File: src/rtl/arithmetic_unit_pkg.sv
// rtl/arithmetic_unit_pkg.sv - opcode encodings shared by the arithmetic unit and the ALU decoder
package arithmetic_unit_pkg;

  typedef logic [2:0] arith_op_t;

  localparam arith_op_t OP_ADD = 3'b000;
  localparam arith_op_t OP_SUB = 3'b001;
  localparam arith_op_t OP_INC = 3'b010;
  localparam arith_op_t OP_DEC = 3'b011;
  localparam arith_op_t OP_MUL = 3'b100;

  // Everything above OP_MUL is reserved for future arithmetic ops.
  function automatic logic op_is_reserved(input arith_op_t op);
    return (op > OP_MUL);
  endfunction

endpackage

File: src/rtl/arithmetic_unit_arith_core.sv
// rtl/arithmetic_unit_arith_core.sv - combinational ADD/SUB/INC/DEC/MUL datapath
module arith_core
  import arithmetic_unit_pkg::*;
#(
  parameter int DATA_WIDTH = 8
) (
  input  logic [DATA_WIDTH-1:0]   a,
  input  logic [DATA_WIDTH-1:0]   b,
  input  arith_op_t               arith_op,
  output logic [DATA_WIDTH-1:0]   result,
  output logic                    carry_out,
  output logic [2*DATA_WIDTH-1:0] mult_result,
  output logic                    op_err
);

  localparam logic [DATA_WIDTH:0] ONE_EXT = {{DATA_WIDTH{1'b0}}, 1'b1};

  logic [DATA_WIDTH:0]     a_ext;
  logic [DATA_WIDTH:0]     b_ext;
  logic [DATA_WIDTH:0]     ext;
  logic [2*DATA_WIDTH-1:0] prod;

  assign a_ext = {1'b0, a};
  assign b_ext = {1'b0, b};
  assign prod  = {{DATA_WIDTH{1'b0}}, a} * {{DATA_WIDTH{1'b0}}, b};

  // The extra MSB of ext is the carry for additions and the borrow for subtractions.
  always_comb begin
    ext         = '0;
    result      = '0;
    carry_out   = 1'b0;
    mult_result = '0;
    op_err      = op_is_reserved(arith_op);
    case (arith_op)
      OP_ADD: ext = a_ext + b_ext;
      OP_SUB: ext = a_ext - b_ext;
      OP_INC: ext = a_ext + ONE_EXT;
      OP_DEC: ext = a_ext - ONE_EXT;
      default: ext = '0;
    endcase
    case (arith_op)
      OP_ADD, OP_SUB, OP_INC, OP_DEC: begin
        result    = ext[DATA_WIDTH-1:0];
        carry_out = ext[DATA_WIDTH];
      end
      OP_MUL: begin
        mult_result = prod;
        result      = prod[DATA_WIDTH-1:0];
        carry_out   = |prod[2*DATA_WIDTH-1:DATA_WIDTH];
      end
      default: begin
        result    = '0;
        carry_out = 1'b0;
      end
    endcase
  end

endmodule

File: src/rtl/arithmetic_unit.sv
// rtl/arithmetic_unit.sv - registered integer arithmetic unit with one-cycle latency
module arithmetic_unit
  import arithmetic_unit_pkg::*;
#(
  parameter int DATA_WIDTH = 8
) (
  input  logic                    clk,
  input  logic                    rst_n,
  input  logic                    in_valid,
  input  logic [DATA_WIDTH-1:0]   a,
  input  logic [DATA_WIDTH-1:0]   b,
  input  arith_op_t               arith_op,
  output logic                    out_valid,
  output logic [DATA_WIDTH-1:0]   result,
  output logic                    carry_out,
  output logic [2*DATA_WIDTH-1:0] mult_result,
  output logic                    op_err
);

  logic [DATA_WIDTH-1:0]   core_result;
  logic                    core_carry;
  logic [2*DATA_WIDTH-1:0] core_mult;
  logic                    core_err;

  arith_core #(
    .DATA_WIDTH (DATA_WIDTH)
  ) u_arith_core (
    .a           (a),
    .b           (b),
    .arith_op    (arith_op),
    .result      (core_result),
    .carry_out   (core_carry),
    .mult_result (core_mult),
    .op_err      (core_err)
  );

  // Data registers only load on accepted operands so the last result stays visible.
  always_ff @(posedge clk or negedge rst_n) begin
    if (!rst_n) begin
      out_valid   <= 1'b0;
      result      <= '0;
      carry_out   <= 1'b0;
      mult_result <= '0;
      op_err      <= 1'b0;
    end else begin
      out_valid <= in_valid;
      if (in_valid) begin
        result      <= core_result;
        carry_out   <= core_carry;
        mult_result <= core_mult;
        op_err      <= core_err;
      end
    end
  end

endmodule

File: config.mk
export PLATFORM = sky130hd
export DESIGN_NAME = arithmetic_unit
export DESIGN_NICKNAME = d
export VERILOG_FILES = /design/src/rtl/arithmetic_unit_pkg.sv /design/src/rtl/arithmetic_unit_arith_core.sv /design/src/rtl/arithmetic_unit.sv
export SDC_FILE = /design/constraint.sdc
export NUM_CORES = 1
export LEC_CHECK = 0
export ABC_CLOCK_PERIOD_IN_PS = 800
export BUFFER_PORTS_ARGS = -buffer_cell sky130_fd_sc_hd__buf_2
export CORE_UTILIZATION = 61
export CTS_BUF_LIST = sky130_fd_sc_hd__clkbuf_4 sky130_fd_sc_hd__clkbuf_8
export CTS_CLUSTER_DIAMETER = 80
export DETAILED_ROUTE_END_ITERATION = 10
export PLACE_DENSITY_LB_ADDON = 0.08
export RECOVER_POWER = 50
export SLEW_MARGIN = 0
export SYNTH_ARGS = -nofsm -noshare
export SYNTH_HDL_FRONTEND = slang
export SYNTH_SLANG_ARGS = --single-unit
File: constraint.sdc
create_clock -name clk -period 0.8 [get_ports clk]
set_input_delay 0.08 -clock clk [delete_from_list [all_inputs] [get_ports clk]]
set_output_delay 0.08 -clock clk [all_outputs]
set_load 0.005 [all_outputs]
==> flow_summary.json, run 1 <==
{
  "clockBufferDepth": 2,
  "dp.cells": 665,
  "io_pins": 49,
  "numCtsBuffers": 3,
  "synth_edf_count": 0,
  "post-dp-hpwl_um": 8613,
  "ys_warn_count": 0,
  "grt_max_degree": 28,
  "fp.dieH_um": 81.42,
  "syn_nets": 567,
  "ys_ff_latch": 27,
  "cts.sinks": 27,
  "syn_area_per_cell_um2": 8.310,
  "place_worst_setup_slack_ns": -3.320,
  "synth_flop_cell": "dfrtp_1",
  "grt-worst-endpoint": "carry_out$_DFFE_PN0P_/D",
  "io_buffers": 48,
  "status": "aborted with a tool error",
  "initial_utilization_pct": 64.22,
  "num_rows": 28,
  "syn-cell-area_um2": 3847,
  "netlist_instances": 463,
  "cts_htree_levels": 1,
  "worst-ep-kind": "register data pin",
  "error": "[ERROR DPL-0038] Utilization greater than 100%, impossible to legalize",
  "gp_congestion": 0.8540,
  "stop_stage": "5_1_grt",
  "die_x_um": 81.42,
  "placed_cell_area_um2": 5111,
  "synthArstFlopShare_pct": 100.0,
  "seq_area_frac_synth_pct": 17.56,
  "synth_cell_type_count": 47,
  "cts-root-buf": "clkbuf_8"
}
==> stage by stage <==
step | setup TNS [ns] | hold slack (ns) | util [%]
CTS | -49.26 | 0.04627 | 96.57
detailed placement | -55.58 | 0.08854 | 85.32
global placement | -53.98 | 0.08200 | 85.32
floorplan | -46.09 | -0.2156 | -
==> synthesized netlist by cell type (9+ instances only) <==
master	n	share of area (%)
nand2_1	48	4.7
xnor2_1	14	3.2
o21ai_1	11	1.4
nor2_1	33	3.2
and2_1	32	5.2
inv_1	75	7.3
nand3_1	9	1.2
dfrtp_1	27	18
clkbuf_1	17	1.7
ha_1	45	15
o21ai_0	18	2.3
a21oi_1	25	3.3
fa_1	37	19
==> kinds of logic after synthesis <==
family	Yosys count	synth area share, %
multiplexers	4	1.138
XOR/XNOR	18	4.098
flip-flops	27	17.56
adder cells (fa/ha/maj)	82	33.89
buffers and inverters	94	9.203
AO/OA/AOI/OAI	97	16.26
AND/OR/NAND/NOR	141	17.85
==> what timing repair did <==
action                                  in CTS
endpoints found under the setup margin      52
endpoints found under the hold margin       27
gates resized for setup                    114
hold buffers                                 1
setup buffers                               28
pin swaps                                   56
==> run 2, diff against run 1 <==
--- a/config.mk
+++ b/config.mk
@@ -7,11 +7,9 @@
 export LEC_CHECK = 0
 export ABC_CLOCK_PERIOD_IN_PS = 800
 export BUFFER_PORTS_ARGS = -buffer_cell sky130_fd_sc_hd__buf_2
-export CORE_UTILIZATION = 61
-export CTS_BUF_LIST = sky130_fd_sc_hd__clkbuf_4 sky130_fd_sc_hd__clkbuf_8
-export CTS_CLUSTER_DIAMETER = 80
+export CORE_UTILIZATION = 40
 export DETAILED_ROUTE_END_ITERATION = 10
-export PLACE_DENSITY_LB_ADDON = 0.08
+export PLACE_DENSITY_LB_ADDON = 0.15
 export RECOVER_POWER = 50
 export SLEW_MARGIN = 0
 export SYNTH_ARGS = -nofsm -noshare
==> run 2 against run 1 <==
The flow now finishes, with violations (setup timing). Synthesized cell count did not move. Synthesized area did not move.
==> flow_summary.json, run 2 <==
{
  "drt_iter0_drc": 95,
  "synth_edf_count": 0,
  "antenna_left": 0,
  "first_global_vias": 4060,
  "mostFrequentLayoutCells": "buf_4, inv_1, nand2_1, buf_6, fa_1",
  "report.final.slew_viol_count": 0,
  "p_sw_mw": 5.877,
  "utilization_pct": 68.02,
  "coreArea_um2": 9284,
  "clock-skew-final_ns": 0,
  "yosys-top-cells-count": "inv_1, nand2_1, ha_1",
  "syn_nets": 567,
  "die_x_um": 100.1,
  "rsz0062_at_grt": "true",
  "io_pins": 49,
  "p_per_area_nw_per_um2": 2231,
  "required_ns": 0.96,
  "synth_cell_type_count": 47,
  "failed_checks": "setup timing",
  "vias": 3861,
  "seq_area_frac_synth_pct": 17.56,
  "grt_max_degree": 28,
  "fmax_mhz": 270.4,
  "ys_ff_latch": 27,
  "tightest_slew_ns": 0.5498,
  "fillers": 722,
  "yosys.area.top_type": "fa_1",
  "synthArstFlopShare_pct": 100.0,
  "cts-root-buf": "clkbuf_8",
  "cp-start-kind": "input pin",
  "gp_congestion": 0.8176,
  "arrival_ns": 3.86,
  "dp.cells": 725,
  "initial_utilization_pct": 41.44,
  "area_growth_pct": 64.13,
  "wl_per_cell_um": 14.40,
  "cts_htree_levels": 1,
  "comb_power_share_pct": 82.7,
  "endpoint_kind": "flip-flop",
  "min_period_ns": 3.698,
  "crit_slowest_cell": "fa_1",
  "instances_no_fill": 769,
  "setup_tns_ns": -49.07,
  "top_register": "mult_result",
  "path_clk_slew_ns": 0.09,
  "yosysTopAreaCellShare_pct": 19.25,
  "crit_type": "input pin to flip-flop",
  "ir_drop_mv": 2.510,
  "multi_input_area_um2": 3513,
  "fp.dieH_um": 100.1,
  "synthTopCellsByArea": "fa_1, dfrtp_1, ha_1, inv_1, and2_1",
  "io_buffers": 48,
  "cp_common_cell": "fa_1",
  "cts_tree": "built",
  "grt_usage_pct": 23.06,
  "drc": 0,
  "largest_reg_flops": 16,
  "syn_area_per_cell_um2": 8.310,
  "clockBufferDepth": 2,
  "syn-cell-area_um2": 3847,
  "post-dp-hpwl_um": 8695,
  "critPathMaxFanout": 4,
  "finalCritPeriodShare_pct": 462.3,
  "n_antenna_cell": 0,
  "worst-path-buf-inv": 3,
  "cpLargestDelayFamily": "adder cells",
  "layout_commonest_cell": "buf_4",
  "overflow": 0,
  "first_pass_iters": 6,
  "clock_latency_ns": 0.27,
  "ys_warn_count": 0,
  "wirelength_um": 11070,
  "numCtsBuffers": 3,
  "hold_violations": 0,
  "yosysMostFrequentCell": "inv_1",
  "path_cells": "buf_8 > buf_4 > nand2_1 > fa_1 > fa_1 > fa_1 > fa_1 > inv_1 > ha_4 > a21oi_2 > o211ai_1 > o21ai_1 > o21ai_1 > xnor2_1 > a41o_1 > nand3_1",
  "drv_cap": 0,
  "critical_path.max_stage_delay_ns": 0.58,
  "switching_share_pct": 41.70,
  "cts.sinks": 27,
  "seq_power_share_pct": 11.7,
  "drt-vias-per-instance": 5.021,
  "die_area_um2": 10020,
  "setup_viol": 52,
  "setup_slack_ns": -2.898,
  "ff_latch_area_um2": 675.6,
  "slew_headroom_pct": 63.35,
  "status": "finished, violations left",
  "num_rows": 35,
  "synth_flop_cell": "dfrtp_1",
  "antenna_found_initial": 0,
  "clkPwrFrac_pct": 5.6,
  "internal-power_mw": 8.215,
  "netlist_instances": 463,
  "power.leakage_nw": 2.987,
  "drive_gt1_share_pct": 49.69,
  "fin_nets": 745,
  "place_worst_setup_slack_ns": -3.175,
  "hp-class": "input pin to flip-flop",
  "largest_registers": "mult_result (16), result (8)",
  "grt_pass1_wl_um": 18620
}
## run 2: cell counts after synthesis
Identical to the previous run, type by type.
## run 2: path summary, 6_finish.rpt
| kind | from | end | cells past startpoint | slack, ns |
|---|---|---|---|---|
| worst min register to register | mult_result[5]$_DFFE_PN0P_ | mult_result[5]$_DFFE_PN0P_ | 1 | 0.52 |
| worst max-delay path | a[3] | carry_out$_DFFE_PN0P_ | 16 | -2.90 |
| max in group asynchronous | rst_n | mult_result[7]$_DFFE_PN0P_ | 3 | 0.16 |
| worst max register to register | carry_out$_DFFE_PN0P_ | carry_out$_DFFE_PN0P_ | 3 | 0.01 |
| min in group asynchronous | rst_n | mult_result[1]$_DFFE_PN0P_ | 3 | 0.36 |
| worst min-delay path | in_valid | mult_result[7]$_DFFE_PN0P_ | 2 | 0.12 |
## run 2: kinds of logic (layout without fill, tap and decap cells)
kind of cell / after synthesis / count (layout) / share of synthesized area [%]
adders and majority gates: 82 / 82 / 33.89
AOI/OAI and AO/OA: 97 / 97 / 16.26
buffers and inverters: 94 / 271 / 9.203
muxes: 4 / 4 / 1.138
DFF: 27 / 27 / 17.56
xor gates and xnor gates: 18 / 18 / 4.098
and+or+nand+nor: 141 / 141 / 17.85
## run 2: metal layers
metal | part of all wire (%) | up-vias | GRT usage, %
met3 | 2.6 | 14 | 2.716
met2 | 52 | 67 | 42.65
li1 | - | 1867 | -
met4 | 1.3 | 0 | 3.233
met1 | 44 | 1913 | 29.51
met5 | 0 | - | 0
## run 2: per-stage QoR
stage	hold slack [ns]	power, mW	area (um^2)
CTS	0.1293	12.65	5941
finish	0.1159	14.09	6315
global placement	0.08745	10.05	5224
floorplan	-0.2156	6.985	4247
global route	0.1310	15.24	6315
detailed placement	0.09492	10.16	5224
## run 2: what timing repair did
action / in CTS / in global routing
gates resized for setup: 120 / 56
pin swaps: 56 / 44
hold buffers: 1 / 0
setup buffers: 28 / 17
endpoints found under the setup margin: 52 / 52
endpoints found under the hold margin: 27 / 0
## run 2: cell type report
type,instances,share of cell area (%)
inverter,76,4.716
timing repair buffer,191,25.66
clock inverter,1,0.07925
tap,129,2.556
multi-input combinational,342,55.64
clock buffer,3,0.6539
sequential,27,10.70
## run 2: worst reg2reg max path, stage by stage, from the launching register on
cell and delay (ns):
dfrtp_1 0.40, buf_4 0.14, nand2b_1 0.07, nand3_1 0.07
## run 2: power groups by stage
stage | Sequential (mW) | Combinational [mW] | Clock [mW]
floorplan | 1.69 | 5.29 | 0
global placement | 1.68 | 8.37 | 0
detailed placement | 1.68 | 8.48 | 0
CTS | 1.65 | 10.2 | 0.790
global route | 1.67 | 12.7 | 0.854
finish | 1.65 | 11.6 | 0.793
Power figures use the tool's default switching activity.
==> run 3, diff against run 2 <==
--- a/config.mk
+++ b/config.mk
@@ -14,4 +14,5 @@
 export SLEW_MARGIN = 0
 export SYNTH_ARGS = -nofsm -noshare
 export SYNTH_HDL_FRONTEND = slang
+export SYNTH_HIERARCHICAL = 1
 export SYNTH_SLANG_ARGS = --single-unit
==> run 3 against run 2 <==
Final cell count decreased by 6.2%. Non-clock buffer count down 22. Largest cell class unchanged. Via count fell by 8.2%. Clock skew unchanged. Global-route usage fell by 1.0 points. Sequential share of layout area up 0.24 points. The flow still finishes with violations (setup timing). First-iteration DRC count is 43% lower. Core utilization is 4.5 points lower.
==> flow_summary.json, run 3 <==
{
  "status": "finished, violations left",
  "failed_checks": "setup timing",
  "grt_max_degree": 28,
  "min_period_ns": 3.928,
  "p_sw_mw": 5.143,
  "instances_no_fill": 721,
  "gp_congestion": 0.8688,
  "wirelength_um": 10570,
  "tightest_slew_ns": 0.3679,
  "critPathMaxFanout": 4,
  "cts-root-buf": "clkbuf_8",
  "drt_iter0_drc": 54,
  "ys_ff_latch": 27,
  "fmax_mhz": 254.6,
  "numCtsBuffers": 3,
  "seq_power_share_pct": 13.7,
  "cts_tree": "built",
  "placed_cell_area_um2": 5290,
  "ir_drop_mv": 1.537,
  "yosysTopAreaCellShare_pct": 18.57,
  "finalCritPeriodShare_pct": 491.0,
  "first_global_vias": 3878,
  "vias": 3546,
  "stdcell_area_um2": 6178,
  "drt-vias-per-instance": 4.918,
  "path_cells": "buf_8 > buf_6 > buf_8 > and2_4 > ha_4 > fa_1 > ha_4 > inv_2 > fa_1 > inv_2 > fa_2 > a211oi_4 > nor2_4 > o211ai_1 > a21oi_1 > o21a_1 > nor2_2 > xnor2_2 > o211ai_1 > mux2_4",
  "yosys-top-cells-count": "inv_1, and2_1, ha_1",
  "critical_path.max_stage_delay_ns": 0.50,
  "hp-class": "input pin to flip-flop",
  "startpoint": "a[1]",
  "synth_flop_cell": "dfrtp_1",
  "fp.dieH_um": 101.9,
  "mostFrequentLayoutCells": "buf_4, inv_1, buf_6, fa_1, buf_2",
  "io_pins": 49,
  "timing.rr.start": "mult_result[8]$_DFFE_PN0P_",
  "report.final.slew_viol_count": 0,
  "n_antenna_cell": 0,
  "clock_latency_ns": 0.28,
  "synth_edf_count": 0,
  "wl_per_cell_um": 14.66,
  "ys_warn_count": 6,
  "die_area_um2": 10380,
  "slew_headroom_pct": 75.13,
  "dp.cells": 690,
  "syn-cell-area_um2": 3989,
  "hold_violations": 0,
  "comb_power_share_pct": 79.9,
  "cts_htree_levels": 1,
  "coreArea_um2": 9729,
  "drive_gt1_share_pct": 52.72,
  "antenna_left": 0,
  "setup_slack_ns": -3.128,
  "seq_area_frac_synth_pct": 16.94,
  "overflow": 0,
  "place_worst_setup_slack_ns": -3.470,
  "syn_area_per_cell_um2": 9.298,
  "grt_usage_pct": 22.02,
  "num_rows": 36,
  "io_buffers": 48,
  "endpoint_kind": "flip-flop",
  "clockBufferDepth": 2,
  "cp-start-kind": "input pin",
  "clock-skew-final_ns": 0,
  "synthArstFlopShare_pct": 100.0,
  "hold_start": "in_valid",
  "syn_nets": 533,
  "crit_slowest_cell": "fa_1",
  "drc": 0,
  "grt_pass1_wl_um": 17820,
  "die_x_um": 101.9,
  "path_clk_slew_ns": 0.09,
  "switching_share_pct": 40.98,
  "first_pass_iters": 6,
  "top_register": "mult_result",
  "p_per_area_nw_per_um2": 2031,
  "setup_viol": 51,
  "rsz0062_at_grt": "true",
  "layout_commonest_cell": "buf_4",
  "synth_cell_type_count": 45,
  "drv_cap": 0,
  "internal-power_mw": 7.405,
  "clkPwrFrac_pct": 6.4,
  "netlist_instances": 429,
  "yosys.area.top_type": "fa_1",
  "largest_registers": "mult_result (16), result (8)",
  "fin_nets": 693,
  "antenna_found_initial": 0,
  "post-dp-hpwl_um": 8407,
  "arrival_ns": 4.10,
  "crit_type": "input pin to flip-flop",
  "yosysMostFrequentCell": "inv_1",
  "largest_reg_flops": 16,
  "initial_utilization_pct": 41.00,
  "required_ns": 0.97,
  "area_growth_pct": 54.89,
  "power.leakage_nw": 3.016,
  "cts.sinks": 27,
  "synthTopCellsByArea": "fa_1, dfrtp_1, ha_1, mux2_4, and2_1"
}
[run 3: changes by cell type after synthesis, sizes merged, moves of 5 or more]
cell    delta
nand2     -18
o22ai      -5
nand3      -5
and2      +13
o21ai     -13
clkbuf     -6
mux2      +24
xnor2      -5
inv       -22
and3       +5
a21oi     -10
[run 3: final timing paths]
kind,end,slack [ns],cells past startpoint
worst max-delay path,carry_out$_DFFE_PN0P_,-3.13,20
worst min-delay path,out_valid$_DFF_PN0_,0.15,2
worst max register to register,mult_result[8]$_DFFE_PN0P_,-0.09,2
worst min register to register,mult_result[1]$_DFFE_PN0P_,0.52,1
max in group asynchronous,mult_result[9]$_DFFE_PN0P_,0.18,3
min in group asynchronous,mult_result[2]$_DFFE_PN0P_,0.35,3
[run 3: cell families (layout without fill, tap and decap cells)]
logic type | count (synthesis) | in the layout | synth area share [%]
compound gates | 62 | 62 | 10.45
xor+xnor | 16 | 16 | 3.513
fa+ha+maj | 82 | 82 | 32.69
buf+inv | 68 | 227 | 7.403
flops | 27 | 27 | 16.94
mux | 27 | 27 | 9.504
simple gates | 147 | 147 | 19.51
[run 3: metal layers]
| layer | vias up | global-route usage (%) | wire, um |
|---|---|---|---|
| li1 | 1725 | - | - |
| met1 | 1763 | 26.35 | 4444 |
| met2 | 45 | 43.56 | 5828 |
| met3 | 13 | 2.326 | 176 |
| met4 | 0 | 2.088 | 121 |
| met5 | - | 0 | 0 |
[run 3: layout make-up]
| class | count | area, um^2 |
|---|---|---|
| multi-input cells | 334 | 3590 |
| fillers | 858 | 3551 |
| repair buffers | 169 | 1468 |
| flip-flops and latches | 27 | 675.6 |
| inverters | 54 | 230.2 |
| well taps | 133 | 166.4 |
| clock buffers | 3 | 41.29 |
| clock inverters | 1 | 7.507 |
[run 3: what timing repair did]
action,CTS,global route
endpoints found under the hold margin,27,0
gates resized for setup,110,51
hold buffers,1,0
endpoints found under the setup margin,52,53
setup buffers,20,20
pin swaps,58,60
[run 3: critical path: cells and delay by family]
family	cells	cell delay, ns
buf+inv	5	0.41
compound gates	5	0.97
simple gates	3	0.38
fa+ha+maj	5	1.86
mux	1	0.26
xor+xnor	1	0.14
[run 3: metrics by stage]
stage	setup TNS (ns)	utilization (%)	total power [mW]	hold slack (ns)
after floorplan	-50.13	-	6.895	-0.2156
after global placement	-59.99	54.37	9.836	0.08945
after detailed placement	-60.47	54.37	9.933	0.09097
after CTS	-53.33	60.97	12.06	0.1451
after global routing	-57.15	63.50	13.86	0.1375
final	-53.82	63.50	12.55	0.1521
[run 3: power groups by stage]
stage	Combinational, mW	Clock, mW	Sequential [mW]
2_1_floorplan	5.14	0	1.76
3_3_place_gp	8.09	0	1.74
3_5_place_dp	8.18	0	1.75
4_1_cts	9.50	0.833	1.73
5_1_grt	11.2	0.895	1.75
6_report	10.0	0.800	1.72
==> run 4, diff against run 3 <==
--- a/config.mk
+++ b/config.mk
@@ -7,6 +7,8 @@
 export LEC_CHECK = 0
 export ABC_CLOCK_PERIOD_IN_PS = 800
 export BUFFER_PORTS_ARGS = -buffer_cell sky130_fd_sc_hd__buf_2
+export CELL_PAD_IN_SITES_DETAIL_PLACEMENT = 1
+export CELL_PAD_IN_SITES_GLOBAL_PLACEMENT = 1
 export CORE_UTILIZATION = 40
 export DETAILED_ROUTE_END_ITERATION = 10
 export PLACE_DENSITY_LB_ADDON = 0.15
==> run 4 against run 3 <==
The flow still finishes with violations (setup timing). Critical path depth fell by 2. Clock skew did not move. Largest cell class unchanged. Fmax fell by 5.2%. Combinational power rose by 29%. Register-to-register slack barely moved. Sequential share of layout area fell by 0.24 points. Worst hold slack got worse by 0.024 ns. Critical path type unchanged. Non-clock buffer count rose by 6.
==> flow_summary.json, run 4 (synthesis gave the netlist of run 3 again) <==
{
  "whs_endpoint": "mult_result[15]$_DFFE_PN0P_",
  "fp.dieH_um": 101.9,
  "crit_type": "input pin to flip-flop",
  "finalCritPeriodShare_pct": 518.0,
  "numCtsBuffers": 3,
  "rr_worst_depth": 2,
  "cts-root-buf": "clkbuf_8",
  "timing.rr.start": "result[4]$_DFFE_PN0P_",
  "coreArea_um2": 9729,
  "fmax_mhz": 241.3,
  "hold_violations": 0,
  "grt_pass1_wl_um": 22220,
  "clock-skew-final_ns": 0,
  "use_met1_pct": 30.46,
  "required_ns": 0.98,
  "initial_utilization_pct": 41.00,
  "drt-vias-per-instance": 5.256,
  "clockBufferDepth": 2,
  "ir_drop_mv": 1.862,
  "io_pins": 49,
  "path_clk_slew_ns": 0.10,
  "post-dp-hpwl_um": 9950,
  "utilization_pct": 64.96,
  "fin_nets": 699,
  "cts_htree_levels": 1,
  "top_register": "mult_result",
  "arrival_ns": 4.32,
  "area_growth_pct": 58.44,
  "stdcell_area_um2": 6320,
  "tightest_slew_ns": 0.4842,
  "p_per_area_nw_per_um2": 2447,
  "hold_start": "in_valid",
  "largest_reg_flops": 16,
  "wl_per_cell_um": 21.01,
  "report.final.slew_viol_count": 0,
  "r2r_end": "result[4]$_DFFE_PN0P_",
  "placed_cell_area_um2": 5345,
  "rrSetupSlack_ns": -0.10,
  "grt_usage_pct": 28.44,
  "die_area_um2": 10380,
  "first_global_vias": 4311,
  "rsz0062_at_grt": "true",
  "cts.sinks": 27,
  "setup_viol": 52,
  "overflow": 0,
  "cp-start-kind": "input pin",
  "layout_commonest_cell": "buf_4",
  "io_buffers": 48,
  "drc": 0,
  "drv_cap": 0,
  "mostFrequentLayoutCells": "buf_4, buf_6, inv_1, buf_2, fa_1",
  "gp_congestion": 0.8066,
  "globalRouteMet2Util_pct": 57.90,
  "antenna_found_initial": 0,
  "whs_path_depth": 2,
  "vias": 3821,
  "grt_max_degree": 28,
  "grt_use_met3_pct": 3.283,
  "first_pass_iters": 4,
  "fin_hold_ws_ns": 0.1282,
  "setup_tns_ns": -56.75,
  "largest_registers": "mult_result (16), result (8)",
  "endpoint_kind": "flip-flop",
  "power.leakage_nw": 3.081,
  "slew_headroom_pct": 67.38,
  "failed_checks": "setup timing",
  "place_worst_setup_slack_ns": -3.552,
  "die_x_um": 101.9,
  "clock_latency_ns": 0.28,
  "drive_gt1_share_pct": 54.55,
  "drt_iter0_drc": 75,
  "hp-class": "input pin to flip-flop",
  "busiest_layer": "met2",
  "min_period_ns": 4.144,
  "cts_tree": "built",
  "setup_slack_ns": -3.344,
  "wirelength_um": 15270,
  "critPathMaxFanout": 3,
  "num_rows": 36,
  "status": "finished, violations left",
  "n_antenna_cell": 0,
  "antenna_left": 0
}
[run 4: cell count changes in the layout (fill, tap and decap cells not counted), moves of 2 or more]
| cell | delta |
|---|---|
| buf_6 | +13 |
| buf_4 | -6 |
| buf_8 | -5 |
| nand2_4 | +3 |
| o21ai_1 | -3 |
| buf_2 | +2 |
| ha_1 | -2 |
| nor2_1 | -2 |
| nor2_2 | +2 |
| o21ai_2 | +2 |
| xor2_1 | -2 |
| xor2_2 | +2 |
[run 4: worst max-delay path by stage]
| stage | startpoint | slack [ns] | end |
|---|---|---|---|
| 4_1_cts | a[2] | -3.20 | carry_out$_DFFE_PN0P_ |
| 3_5_place_dp | a[3] | -3.55 | carry_out$_DFFE_PN0P_ |
| 6_report | a[6] | -3.34 | carry_out$_DFFE_PN0P_ |
| 3_3_place_gp | a[3] | -3.41 | carry_out$_DFFE_PN0P_ |
| 5_1_grt | b[5] | -3.45 | carry_out$_DFFE_PN0P_ |
| 2_1_floorplan | b[5] | -3.26 | carry_out$_DFFE_PN0P_ |
[run 4: layout make-up]
| class | count | area (um^2) |
|---|---|---|
| fill | 1074 | 3410 |
| inverter | 54 | 235.2 |
| tap | 133 | 166.4 |
| clock buffer | 4 | 45.04 |
| multi-input combinational | 334 | 3664 |
| timing repair buffer | 175 | 1534 |
| sequential | 27 | 675.6 |
[run 4: repair_timing]
action	CTS	global route
resized for setup	127	51
setup buffers	25	13
hold buffers	2	0
pin swaps	66	41
setup endpoints to repair	52	53
hold endpoints to repair	28	0
[run 4: where the power goes]
part / switching (mW) / internal (mW) / total [mW]
Sequential: 0.139 / 1.60 / 1.73
Clock: 0.456 / 0.359 / 0.814
Combinational: 5.92 / 7.00 / 12.9
[run 4: metal layers]
layer / routed length [um] / vias to the layer above
met5: 0 / -
met3: 424 / 53
met1: 5545 / 1936
li1: - / 1738
met2: 8629 / 94
met4: 671 / 0
[run 4: metrics by stage]
stage / total power [mW] / cells
after CTS: 13.70 / 721
after detailed placement: 10.52 / 694
after floorplan: 6.895 / 429
final: 15.47 / 727
after global routing: 16.45 / 727
after global placement: 10.09 / 694
[run 4: worst max-delay path, cell delays in order]
cell and delay (ns):
buf_2 0.13, and2_4 0.16, fa_1 0.56, fa_1 0.46, fa_1 0.51, inv_1 0.06
fa_1 0.55, inv_2 0.07, ha_4 0.25, o211ai_1 0.22, nand2_1 0.14, o211ai_1 0.17
a21oi_1 0.12, o21a_1 0.19, nor2_2 0.14, xnor2_2 0.14, o211ai_1 0.10, mux2_4 0.26
